$ cat src/rtl/pipe_pkg.sv
// Shared definitions for the inter-stage pipeline registers.
// Covers the occupancy encoding and the payload widths at each stage boundary.
package pipe_pkg;

  typedef enum logic [1:0] {
    EMPTY = 2'd0,
    ONE   = 2'd1,
    TWO   = 2'd2
  } occ_e;

  localparam int F2D_W = 64;
  localparam int D2E_W = 160;
  localparam int E2M_W = 104;
  localparam int M2W_W = 71;

endpackage

$ cat src/rtl/pipe_skid_reg_sat_counter.sv
// Saturating up-counter with synchronous active-high reset.
// It is used as the optional stall counter of pipe_skid_reg.
module sat_counter #(
  parameter int WIDTH = 16
) (
  input  logic             clk,
  input  logic             rst,
  input  logic             inc,
  output logic [WIDTH-1:0] count
);

  always_ff @(posedge clk) begin
    if (rst) begin
      count <= '0;
    end else if (inc && (count != {WIDTH{1'b1}})) begin
      count <= count + WIDTH'(1);
    end
  end

endmodule

$ cat src/rtl/pipe_skid_reg.sv
// Pipeline stage register with a valid/ready handshake and a 2-entry skid buffer.
// Define PIPE_SKID_STALL_CNT_EN to add the saturating stall_cnt output.
module pipe_skid_reg
  import pipe_pkg::*;
#(
  parameter int DATA_W = F2D_W,
  parameter int CNT_W  = 16
) (
  input  logic              clk,
  input  logic              rst,
  input  logic              flush,
  input  logic              in_valid,
  output logic              in_ready,
  input  logic [DATA_W-1:0] in_data,
  output logic              out_valid,
  input  logic              out_ready,
`ifdef PIPE_SKID_STALL_CNT_EN
  output logic [DATA_W-1:0] out_data,
  output logic [CNT_W-1:0]  stall_cnt
`else
  output logic [DATA_W-1:0] out_data
`endif
);

  occ_e              state, next_state;
  logic [DATA_W-1:0] main_q, skid_q;
  logic              in_fire, out_fire;
  logic              load_main_in, load_main_skid, load_skid;

  assign in_fire  = in_valid & in_ready;
  assign out_fire = out_valid & out_ready;
  assign out_data = main_q;

  always_comb begin
    next_state     = state;
    load_main_in   = 1'b0;
    load_main_skid = 1'b0;
    load_skid      = 1'b0;
    case (state)
      EMPTY: begin
        if (in_fire) begin
          next_state   = ONE;
          load_main_in = 1'b1;
        end
      end
      ONE: begin
        if (in_fire && out_fire) begin
          load_main_in = 1'b1;
        end else if (in_fire) begin
          next_state = TWO;
          load_skid  = 1'b1;
        end else if (out_fire) begin
          next_state = EMPTY;
        end
      end
      TWO: begin
        if (out_fire) begin
          next_state     = ONE;
          load_main_skid = 1'b1;
        end
      end
      default: next_state = EMPTY;
    endcase
  end

  // Handshake flags are registered from next_state so no combinational ready path crosses the stage.
  always_ff @(posedge clk) begin
    if (rst || flush) begin
      state     <= EMPTY;
      main_q    <= '0;
      skid_q    <= '0;
      out_valid <= 1'b0;
      in_ready  <= 1'b1;
    end else begin
      state     <= next_state;
      out_valid <= (next_state != EMPTY);
      in_ready  <= (next_state != TWO);
      if (load_main_in) begin
        main_q <= in_data;
      end else if (load_main_skid) begin
        main_q <= skid_q;
      end
      if (load_skid) begin
        skid_q <= in_data;
      end
    end
  end

`ifdef PIPE_SKID_STALL_CNT_EN
  // Flush deliberately does not clear the stall count; only rst does.
  sat_counter #(
    .WIDTH(CNT_W)
  ) u_stall_cnt (
    .clk  (clk),
    .rst  (rst),
    .inc  (out_valid & ~out_ready),
    .count(stall_cnt)
  );
`endif

endmodule

$ cat config.mk
export PLATFORM = sky130hd
export DESIGN_NAME = pipe_skid_reg
export DESIGN_NICKNAME = d
export VERILOG_FILES = /design/src/rtl/pipe_pkg.sv /design/src/rtl/pipe_skid_reg_sat_counter.sv /design/src/rtl/pipe_skid_reg.sv
export SDC_FILE = /design/constraint.sdc
export NUM_CORES = 1
export LEC_CHECK = 0
export BUFFER_PORTS_ARGS = -buffer_cell sky130_fd_sc_hd__clkbuf_2
export CELL_PAD_IN_SITES_DETAIL_PLACEMENT = 1
export CELL_PAD_IN_SITES_GLOBAL_PLACEMENT = 1
export CORE_MARGIN = 2
export CORE_UTILIZATION = 43
export DETAILED_ROUTE_END_ITERATION = 8
export PLACE_DENSITY_LB_ADDON = 0.2
export SLEW_MARGIN = 20
export SYNTH_ARGS = -nofsm -noshare
export SYNTH_HDL_FRONTEND = slang
export SYNTH_SLANG_ARGS = --single-unit
$ cat constraint.sdc
create_clock -name clk -period 2.8 [get_ports clk]
set_input_delay 0.56 -clock clk [delete_from_list [all_inputs] [get_ports clk]]
set_output_delay 0.56 -clock clk [all_outputs]
set_load 0.005 [all_outputs]
==> flow_summary.json <==
{
  "top_layer_used": "met4",
  "drv_cap": 0,
  "fp.dieW_um": 120,
  "firstDrtPassIters": 4,
  "cts_root_buf": "clkbuf_16",
  "crit_path_end_kind": "flip-flop",
  "period_share_pct": 71.5,
  "gr-usage-all-layers_pct": 25.3,
  "core_area_sq_um": 13200,
  "globalplace.congestion": 0.772,
  "crit_arrival_ps": 2300,
  "cts.sinks": 132,
  "yosys_register_bits": 132,
  "ys_types": 27,
  "synth_area_per_cell_sq_um": 8.53,
  "worstSetupStartpointType": "flip-flop",
  "start_util_pct": 43.8,
  "rsz0062_at_grt": "no",
  "clkLatencyLatePin_ps": 420,
  "cts_buffers": 17,
  "core.rowCount": 42,
  "yosysSeqAreaShare_pct": 45.8,
  "fmax_mhz": 500,
  "min_path_type": "in -> reg",
  "routed_via_density": 5.83,
  "grt_pass1_vias": 5849,
  "p_per_area_nw_per_um2": 645,
  "drc": 0,
  "wl_met1_um": 7360,
  "worstPathMaxFanout": 65,
  "drv_slew": 0,
  "path_clk_slew_ps": 60,
  "met3_length_um": 669,
  "irDropWorstVdd_mv": 0.435,
  "dieArea_sq_um": 14400,
  "io_buffers": 134,
  "syn_nets": 746,
  "dr_wl_met2_um": 9150,
  "fin_setup_tns_ps": 0,
  "hpwlAfterDp_um": 10700,
  "die_h_um": 120,
  "finalHoldViolations": 0,
  "p_leak_nw": 2.43,
  "htree_levels": 4,
  "area_growth_pct": 20.0,
  "routedWlPerCell_um": 18.4,
  "fin_skew_ps": 5.92,
  "drive_gt1_share_pct": 27.8,
  "cts_resized": 0,
  "tritoncts": "done",
  "overflow": 0,
  "post_cts_buffers": 0,
  "fin_nets": 838,
  "power_w": 0.00447,
  "ctsHoldBuffers": 0,
  "io_pins": 135,
  "clockBufferDepth": 2,
  "critical_path_required_ps": 3090,
  "netlist_area_sq_um": 5770,
  "max_slew_margin_pct": 39.6,
  "drtAntennaViolNets": 0,
  "setup_viol": 0,
  "worstMarginPinSlew_ps": 906,
  "vias": 5575,
  "grt_pass1_wl_um": 29100,
  "yosysWarnings": 0,
  "routed_wl_um": 17600,
  "drtIter0Drc": 336,
  "netlist_instances": 677,
  "grt_max_degree": 97,
  "antenna_cells": 0,
  "period_needed_ps": 2000,
  "outcome": "completed",
  "grt_antenna_before_repair": 0,
  "path_class": "reg -> reg"
}
[kinds of logic after synthesis]
kind of cell	count (synthesis)	share of synthesized area [%]
AOI/OAI and AO/OA	198	25.4
buffers and inverters	77	7.56
DFF	132	45.8
and+or+nand+nor	270	21.3
[synthesized netlist by cell type]
master      n  share of area (%)
nand3b_1    1               0.13
buf_6       8                1.6
nor3_1     64                5.5
clkbuf_1   25                1.6
a21oi_1    65                5.6
buf_4      13                1.7
a21boi_2    1               0.20
nand2_4     1               0.20
a311oi_1   29                4.4
nor4bb_1    1               0.17
buf_2      31                2.7
a21boi_1    1               0.13
nand2_1   130                8.5
nand4_1     1               0.11
a21o_1      1               0.13
nand2b_1    1               0.11
and4b_1     1               0.17
nor3b_1     2               0.26
a311oi_2   35                9.1
nand4b_1    1               0.15
and3b_1     1               0.15
or2_1       1               0.11
dfxtp_1   132                 46
nand3_1    64                5.5
o21ai_0    65                5.6
or3b_1      1               0.15
a21bo_2     1               0.17
[routing by layer]
| layer | GRT usage [%] | vias up |
|---|---|---|
| li1 | - | 2639 |
| met1 | 30.8 | 2772 |
| met2 | 44.1 | 131 |
| met3 | 4.71 | 33 |
| met4 | 9.78 | 0 |
| met5 | 0 | - |
[power by group]
group | leakage (nW) | internal [W] | switching [W] | total [W]
logic | 1.09 | 0.000157 | 0.000288 | 0.000445
registers | 1.07 | 0.00194 | 0.0000349 | 0.00197
clock network | 0.267 | 0.00127 | 0.000790 | 0.00206
total | 2.43 | 0.00336 | 0.00111 | 0.00447
[through the flow]
stage	cells	hold slack, ps	util (%)	area [sq um]	setup slack, ps
after detailed placement	926	470	48.4	6380	571
after floorplan	677	454	-	5770	1240
after global placement	926	460	48.4	6380	627
after CTS	957	380	52.5	6930	811
final	957	389	52.5	6930	798
after global routing	957	395	52.5	6930	723
[area by class of cell]
cell class,count,area (sq um)
Fill cell,1612,6260
Multi-Input combinational cell,468,2710
Sequential cell,132,2640
Timing Repair Buffer,150,816
Clock buffer,28,527
Tap cell,176,220
Clock inverter,3,17.5
[sequential cells by signal (all words and copies together), names as in the netlist]
register and flops:
out_data 64, skid_q 64, in_ready 1, state 2
out_valid 1
[cell usage in the layout (no fill, tap or decap), drive strengths merged]
cell,Yosys,layout
a311oi,64,64
nand2,131,131
a21boi,2,2
nand3,64,64
and3b,1,1
nor3,64,64
and4b,1,1
nor3b,2,2
clkinvlp,0,1
a21o,1,1
buf,52,16
nand3b,1,1
nand4b,1,1
o21ai,65,65
a21oi,65,65
a21bo,1,1
or3b,1,1
nor4bb,1,1
clkinv,0,2
nand2b,1,1
or2,1,1
dfxtp,132,132
nand4,1,1
clkbuf,25,162
[path summary, 6_finish.rpt]
path / from / to / slack [ps] / depth (start not counted)
worst max-delay path: state[1] / in_ready / 800 / 4
worst min register to register: skid_q[52] / skid_q[52] / 480 / 2
worst min-delay path: in_data[10] / skid_q[10] / 390 / 3
worst max register to register: state[1] / in_ready / 800 / 4
[critical path: stages (launching register included)]
cell and delay (ps):
dfxtp_1 360, and3b_2 290, buf_4 610, a21boi_1 200, or3b_1 380
(Power assumes the default switching activity.)
